File: src/rtl/imem_loader.sv
// Boot-time program loader: packs a little-endian byte stream into 32-bit words,
// writes them to instruction memory and holds the core in reset until the image is complete.
module imem_loader #(
  parameter int DEPTH_WORDS = 256,
  parameter int ADDR_W      = 8
) (
  input  logic              Clk,
  input  logic              reset,
  input  logic              in_valid,
  input  logic [7:0]        in_byte,
  input  logic              in_last,
  output logic              in_ready,
  input  logic              reload,
  output logic              imem_we,
  output logic [ADDR_W-1:0] imem_addr,
  output logic [31:0]       imem_wdata,
  output logic              core_hold,
  output logic              load_done,
  output logic              load_err,
  output logic [ADDR_W:0]   word_count
);

  typedef enum logic [2:0] {
    ST_IDLE    = 3'd0,
    ST_COLLECT = 3'd1,
    ST_WRITE   = 3'd2,
    ST_DONE    = 3'd3,
    ST_ERROR   = 3'd4
  } state_t;

  localparam logic [ADDR_W-1:0] LAST_IDX = ADDR_W'(DEPTH_WORDS - 1);
  localparam logic [ADDR_W-1:0] IDX_ONE  = ADDR_W'(1);
  localparam logic [ADDR_W:0]   CNT_ONE  = (ADDR_W + 1)'(1);

  state_t              state_r;
  state_t              state_next_s;
  logic [1:0]          byte_cnt_r;
  logic [31:0]         word_r;
  logic                last_r;
  logic [ADDR_W-1:0]   word_idx_r;
  logic [ADDR_W:0]     word_count_r;
  logic                in_ready_r;
  logic                imem_we_r;
  logic                core_hold_r;
  logic                load_done_r;
  logic                load_err_r;
  logic                accept_s;

  assign accept_s = in_valid & in_ready_r;

  // State register
  always_ff @(posedge Clk or negedge reset) begin
    if (!reset) begin
      state_r <= ST_IDLE;
    end else begin
      state_r <= state_next_s;
    end
  end

  // Next-state decode
  always_comb begin
    state_next_s = state_r;
    case (state_r)
      ST_IDLE: begin
        if (accept_s) begin
          state_next_s = in_last ? ST_WRITE : ST_COLLECT;
        end else begin
          state_next_s = ST_IDLE;
        end
      end
      ST_COLLECT: begin
        if (accept_s && (in_last || (byte_cnt_r == 2'd3))) begin
          state_next_s = ST_WRITE;
        end else begin
          state_next_s = ST_COLLECT;
        end
      end
      ST_WRITE: begin
        if (last_r) begin
          state_next_s = ST_DONE;
        end else if (word_idx_r == LAST_IDX) begin
          state_next_s = ST_ERROR;
        end else begin
          state_next_s = ST_COLLECT;
        end
      end
      ST_DONE, ST_ERROR: begin
        if (reload) begin
          state_next_s = ST_IDLE;
        end else begin
          state_next_s = state_r;
        end
      end
      default: state_next_s = ST_IDLE;
    endcase
  end

  // Word assembly, word index and session counters
  always_ff @(posedge Clk or negedge reset) begin
    if (!reset) begin
      byte_cnt_r   <= 2'd0;
      word_r       <= 32'd0;
      last_r       <= 1'b0;
      word_idx_r   <= '0;
      word_count_r <= '0;
    end else begin
      case (state_r)
        ST_IDLE, ST_COLLECT: begin
          if (accept_s) begin
            word_r[{byte_cnt_r, 3'b000} +: 8] <= in_byte;
            byte_cnt_r <= byte_cnt_r + 2'd1;
            last_r     <= in_last;
          end
        end
        ST_WRITE: begin
          // Clearing the word here is what zero-pads a short final word.
          word_r       <= 32'd0;
          byte_cnt_r   <= 2'd0;
          last_r       <= 1'b0;
          word_count_r <= word_count_r + CNT_ONE;
          if (word_idx_r != LAST_IDX) begin
            word_idx_r <= word_idx_r + IDX_ONE;
          end
        end
        ST_DONE, ST_ERROR: begin
          if (reload) begin
            byte_cnt_r   <= 2'd0;
            word_r       <= 32'd0;
            last_r       <= 1'b0;
            word_idx_r   <= '0;
            word_count_r <= '0;
          end
        end
        default: begin
          byte_cnt_r <= 2'd0;
          last_r     <= 1'b0;
        end
      endcase
    end
  end

  // Status outputs registered from the next state so they align with it
  always_ff @(posedge Clk or negedge reset) begin
    if (!reset) begin
      in_ready_r  <= 1'b1;
      imem_we_r   <= 1'b0;
      core_hold_r <= 1'b1;
      load_done_r <= 1'b0;
      load_err_r  <= 1'b0;
    end else begin
      in_ready_r  <= (state_next_s == ST_IDLE) || (state_next_s == ST_COLLECT);
      imem_we_r   <= (state_next_s == ST_WRITE);
      core_hold_r <= (state_next_s != ST_DONE);
      load_done_r <= (state_next_s == ST_DONE);
      load_err_r  <= (state_next_s == ST_ERROR);
    end
  end

  assign in_ready   = in_ready_r;
  assign imem_we    = imem_we_r;
  assign imem_addr  = word_idx_r;
  assign imem_wdata = word_r;
  assign core_hold  = core_hold_r;
  assign load_done  = load_done_r;
  assign load_err   = load_err_r;
  assign word_count = word_count_r;

endmodule

File: config.mk
export PLATFORM = sky130hd
export DESIGN_NAME = imem_loader
export DESIGN_NICKNAME = d
export VERILOG_FILES = /design/src/rtl/imem_loader.sv
export SDC_FILE = /design/constraint.sdc
export NUM_CORES = 1
export LEC_CHECK = 0
export BUFFER_PORTS_ARGS = -buffer_cell sky130_fd_sc_hd__buf_2
export CAP_MARGIN = 20
export CELL_PAD_IN_SITES_DETAIL_PLACEMENT = 0
export CELL_PAD_IN_SITES_GLOBAL_PLACEMENT = 2
export CORE_MARGIN = 2
export CORE_UTILIZATION = 33
export CTS_CLUSTER_DIAMETER = 80
export DETAILED_ROUTE_END_ITERATION = 6
export PLACE_DENSITY = 0.89
export SKIP_CTS_REPAIR_TIMING = 1
export SYNTH_ARGS = -nofsm -noshare
export SYNTH_HDL_FRONTEND = slang
export SYNTH_SLANG_ARGS = --single-unit
File: constraint.sdc
create_clock -name Clk -period 2.1 [get_ports Clk]
set_input_delay 0.105 -clock Clk [delete_from_list [all_inputs] [get_ports Clk]]
set_output_delay 0.105 -clock Clk [all_outputs]
set_load 0.02 [all_outputs]
==> run summary, run 1 <==
reg2reg path depth: 4
Die ar.: 0.00881 mm²
CTS tree: built
crit path cell chain: or3b_1, nor4_1, and3_1, mux2i_1
WP depth: 4
most frequent cells in the layout: buf_2, dfrtp_1, a22o_1
CP bufs+invs: 0
Final GP Congestion: 0.757
Starting Density: 34.3%
RSZ-0062 raised after global routing: false
Sink Count: 60
largest net degree at the start of global routing: 61
relative slew slack: 49.6%
peak supply drop: 0.485 mV
Slew Limit Fails: 0
FF-to-FF Start: state_r[2]
number of diodes: 0
Worst Max-Slew Pin Slew: 0.756 ns
ratio of cells with drive above 1 in the final layout: 32.8%
Final nets: 334
Critical path destination: imem_addr[7]
first-pass GRT wire length: 10,700 µm
DIE WIDTH: 93.9 µm
Pleak: 1.72 nW
Syn. warnings: 0
critical path launch point: state_r[2]
data required time of the critical path: 2.36 ns
antenna violations before repair: 0
I/O Buffers: 66
vias in the first global route: 2,137
num rows: 32
distinct cell type count after synthesis: 43
critical path's slowest cell: or3b_1
Hold Fails Final Rpt: 0
Arr. time, crit path: 2.18 ns
WS Path Type: reg -> reg
Largest delay share family, worst path: simple AND/OR/NAND/NOR gates
Max-cap violations: 0
Fin Clk Skew: 0.00838 ns
CTS Buffer Depth: 2
GR Util All Layers: 16.0%
Worst Hold Path Cells: 2
period utilisation layout: 91.4%
HPWL after DPL: 4680 µm
syn_nets: 250
Worst Hold Class: in -> reg
flop2flop setup slack: 0.18 ns
Post-Synthesis Cells: 231
clk slew on worst S/H paths: 0.07 ns
drt via density: 5.14
TritonRoute pass-1 iters: 4
overall power: 0.00464 W
core area: 0.00777 mm²
endpoints failing setup: 0
Yosys reg bits: 60
final wirelength: 6600 µm
setup tns final: 0 ns
Final min period: 1.92 ns
clk_lat worst skew: 0.33 ns
commonest non-fill, non-tap cell in the layout: buf_2
I/O pin total: 67
Post-synth EDFFs: 0
Largest stage delay, worst path: 0.50 ns
antenna-violating nets left: 0
post-DR wirelength/cell: 15.6 µm
synthesized area: 0.00267 mm²
Synth Area per Inst: 11.5 µm²
startpoint class of the critical path: register
critical path endpoint category: register
number of CTS-inserted buffers: 9
GR Overflow Total: 0
critical path fanouts, max: 11
initial DRC count: 75
status: complete, no violations
pwr/cell area: 1360 mW/mm²
DR vias: 2,169
die span in y: 93.9 µm
Root Driver: clkbuf_8
DRC errors left: 0
htree depth: 3
Seq/Total Area, Yosys: 56.4%
FMAX: 521 MHz
worst r2r dst: imem_addr[7]
Area growth syn-to-layout: 27.8%
async set-reset flop share out of synthesis: 100%
Primary FF master, synth: dfrtp_1
[power breakdown]
part           internal, W  switching, W  total (W)
sequential         0.00149      0.000319    0.00181
combinational     0.000692       0.00109    0.00178
clock             0.000577      0.000461    0.00104
[through the flow]
step | cell area (µm²) | utilization (%) | worst slack, ns | instances | hold slack [ns]
floorplan | 2670 | - | 0.354 | 231 | -0.191
global placement | 3190 | 41.1 | 0.197 | 405 | 0.309
detailed placement | 3190 | 41.1 | 0.212 | 405 | 0.319
CTS | 3390 | 43.7 | 0.196 | 421 | -0.0525
global route | 3410 | 43.9 | 0.0576 | 422 | 0.0257
finish | 3410 | 43.9 | 0.180 | 422 | 0.0397
[per-layer routing]
layer  vias to the layer above  part of all wire (%)  track usage [%]
met1                      1053                    46             20.7
met5                         -                     0                0
li1                       1042                     -                -
met3                         7                   8.4             6.66
met4                         0                   1.2             5.07
met2                        67                    44             24.3
[cell type report]
cell class / count / area (µm²)
Multi-Input combinational cell: 159 / 1120
Timing Repair Buffer: 80 / 438
Clock buffer: 10 / 138
Tap cell: 102 / 128
Sequential cell: 60 / 1500
Fill cell: 793 / 4360
Inverter: 5 / 18.8
Clock inverter: 6 / 63.8
[worst min path at each step]
| stage | start | endpoint | slack, ns |
|---|---|---|---|
| CTS | reset | imem_wdata[31] | -0.05 |
| finish | in_byte[5] | imem_wdata[21] | 0.04 |
| floorplan | reset | byte_cnt_r[0] | -0.19 |
| global route | in_byte[4] | imem_wdata[20] | 0.03 |
| detailed placement | reset | load_done | 0.32 |
| global placement | reset | load_done | 0.31 |
[synth_stat cells, types with 3 or more instances]
| master | instances | share of area (%) |
|---|---|---|
| a21oi_1 | 8 | 1.5 |
| o21ai_0 | 11 | 2.1 |
| nand4_1 | 3 | 0.70 |
| nand2_1 | 18 | 2.5 |
| o211ai_1 | 4 | 1.1 |
| nor3_1 | 4 | 0.75 |
| inv_1 | 5 | 0.70 |
| nand3_1 | 9 | 1.7 |
| buf_2 | 5 | 0.94 |
| or3_1 | 3 | 0.70 |
| ha_1 | 6 | 2.8 |
| o31ai_1 | 5 | 1.4 |
| mux2i_1 | 3 | 1.1 |
| dfrtp_1 | 58 | 54 |
| a22o_1 | 33 | 11 |
| nor2_1 | 12 | 1.7 |
| nor2b_1 | 6 | 1.4 |
[kinds of logic (layout without fill, tap and decap cells)]
kind of cell    after synthesis  after routing  synth area share (%)
flops                        60             60                  56.4
compound gates               67             67                  19.1
buf+inv                      12            101                  1.92
simple gates                 77             77                  16.5
mux                           5              5                  1.97
xor+xnor                      4              4                  1.31
fa+ha+maj                     6              6                  2.82
[sequential cells by signal (all words and copies together), names as in the netlist]
signal      cells
load_done       1
imem_addr       8
in_ready        1
imem_we         1
word_count      9
core_hold       1
imem_wdata     32
last_r          1
byte_cnt_r      2
state_r         3
load_err        1
Power figures use the tool's default switching activity.
==> inputs of run 2 (changes only) <==
--- a/config.mk
+++ b/config.mk
@@ -14,6 +14,7 @@
 export CTS_CLUSTER_DIAMETER = 80
 export DETAILED_ROUTE_END_ITERATION = 6
 export PLACE_DENSITY = 0.89
+export RECOVER_POWER = 100
 export SKIP_CTS_REPAIR_TIMING = 1
 export SYNTH_ARGS = -nofsm -noshare
 export SYNTH_HDL_FRONTEND = slang
==> run 2 against run 1 <==
Maximum frequency up 0.90%. Clock-buffer cell count unchanged. Clock skew grew 0.0022 ns. First-iteration DRC count fell by 1.3%. Final cell count did not move. Critical endpoint is now imem_wdata[3]. Largest cell class unchanged.
==> run summary, run 2 (same netlist as run 1, synthesis figures left out) <==
Area growth syn-to-layout: 23.7%
DR vias: 2,171 (+0.092%)
core area: 0.00777 mm² (unchanged)
Starting Density: 34.3% (unchanged)
Non-Filler Instances: 422 (unchanged)
post-DR wirelength/cell: 15.6 µm (about the same)
RSZ-0062 raised after global routing: false
WP depth: 6 (+2)
antenna-violating nets left: 0 (unchanged)
number of CTS-inserted buffers: 9 (unchanged)
Hold Fails Final Rpt: 0 (unchanged)
htree depth: 3 (unchanged)
initial DRC count: 74 (-1.3%)
CTS tree: built
most numerous cell on the critical path: clkbuf_1
Sink Count: 60 (unchanged)
clk_lat worst skew: 0.34 ns (about the same)
clk slew on worst S/H paths: 0.07 ns (about the same)
Max-cap violations: 0 (unchanged)
FMAX: 526 MHz (+0.90%)
Worst Hold Class: in -> reg
data required time of the critical path: 2.38 ns (+0.02 ns)
Fin Clk Skew: 0.0106 ns (+0.00224 ns)
peak supply drop: 0.470 mV (-2.9%)
TritonRoute pass-1 iters: 5 (+1)
placed cell area: 0.00319 mm² (unchanged)
setup tns final: 0 ns (unchanged)
Final GP Congestion: 0.757 (unchanged)
die span in y: 93.9 µm (unchanged)
status: complete, no violations
largest net degree at the start of global routing: 61 (unchanged)
FILL cells: 821 (+3.5%)
startpoint class of the critical path: register
I/O Buffers: 66 (unchanged)
critical path endpoint category: register
critical path fanouts, max: 11 (unchanged)
fin area: 0.00330 mm² (-3.2%)
number of diodes: 0 (unchanged)
I/O pin total: 67 (unchanged)
placed insts: 405 (unchanged)
first-pass GRT wire length: 10,700 µm (unchanged)
drt via density: 5.14 (about the same)
pwr/cell area: 1370 mW/mm² (+0.82%)
Worst Max-Slew Pin Slew: 1.46 ns (+0.705 ns)
Final nets: 334 (unchanged)
vias in the first global route: 2,137 (unchanged)
antenna violations before repair: 0 (unchanged)
reg2reg path depth: 6 (+2)
Slew Limit Fails: 0 (unchanged)
critical path's slowest cell: dfrtp_1
Largest stage delay, worst path: 0.48 ns (-0.02 ns)
final wirelength: 6590 µm (about the same)
commonest non-fill, non-tap cell in the layout: clkbuf_1
CTS Buffer Depth: 2 (unchanged)
relative slew slack: 2.57% (-47 points)
GR Util All Layers: 16.0% (unchanged)
num rows: 32 (unchanged)
HPWL after DPL: 4680 µm (unchanged)
crit path cell chain: clkbuf_1, nand4bb_1, clkbuf_1, nor4b_1, clkbuf_2, a22o_1
Root Driver: clkbuf_8
CP bufs+invs: 3 (+3)
max reg flops: 32 (unchanged)
DIE WIDTH: 93.9 µm (unchanged)
WS Path Type: reg -> reg
DRC errors left: 0 (unchanged)
Arr. time, crit path: 2.18 ns (about the same)
endpoints failing setup: 0 (unchanged)
Final min period: 1.90 ns (-0.0171 ns)
Largest delay share family, worst path: buffers and inverters
Finished Core Util: 42.5% (-1.4 points)
most frequent cells in the layout: clkbuf_1, dfrtp_1, a22o_1
Worst Hold Path Cells: 2 (unchanged)
period utilisation layout: 90.6% (-0.82 points)
Die ar.: 0.00881 mm² (unchanged)
GR Overflow Total: 0 (unchanged)
ratio of cells with drive above 1 in the final layout: 13.8% (-19 points)
Pleak: 1.47 nW (-14%)
==> run 2: cell count changes in the layout (fill, tap and decap cells not counted), sizes merged <==
cell	before	now
clkbuf	10	71
buf	79	18
==> run 2: area by class of cell <==
type | instances | area [µm²] | share of cell area, %
Clock inverter | 6 | 63.8 | 1.93
Tap cell | 102 | 128 | 3.87
Clock buffer | 10 | 138 | 4.17
Timing Repair Buffer | 80 | 347 | 10.5
Sequential cell | 60 | 1500 | 45.6
Inverter | 5 | 18.8 | 0.569
Multi-Input combinational cell | 159 | 1100 | 33.3
==> run 2: per-stage QoR <==
step                      setup slack, ns  total power, W  hold slack [ns]
after floorplan                     0.354         0.00294           -0.191
after global placement              0.197         0.00361            0.309
after detailed placement            0.212         0.00363            0.319
after CTS                           0.196         0.00469          -0.0525
after global routing               0.0576         0.00486           0.0257
final                               0.197         0.00452           0.0399
==> run 2: final timing paths <==
check	startpoint	to	slack, ns
setup / recovery	state_r[2]	imem_wdata[3]	0.20
hold / removal	in_byte[5]	imem_wdata[21]	0.04
setup reg to reg	state_r[2]	imem_wdata[3]	0.20
hold reg to reg	imem_wdata[10]	imem_wdata[10]	0.50
max in group asynchronous	reset	word_count[1]	0.49
min in group asynchronous	reset	load_err	0.73
==> run 2: power by group <==
group          switching [W]  total (W)  internal [W]  leakage [nW]
sequential          0.000323    0.00182       0.00149         0.808
clock               0.000464    0.00104      0.000577        0.0983
combinational        0.00109    0.00167      0.000578         0.568
==> run 2: per-layer routing <==
layer	part of all wire, %	vias up	global-route usage, %
met2	45	68	24.3
met1	45	1050	20.7
met5	0	-	0
met4	1.2	0	5.07
met3	8.5	7	6.66
li1	-	1046	-
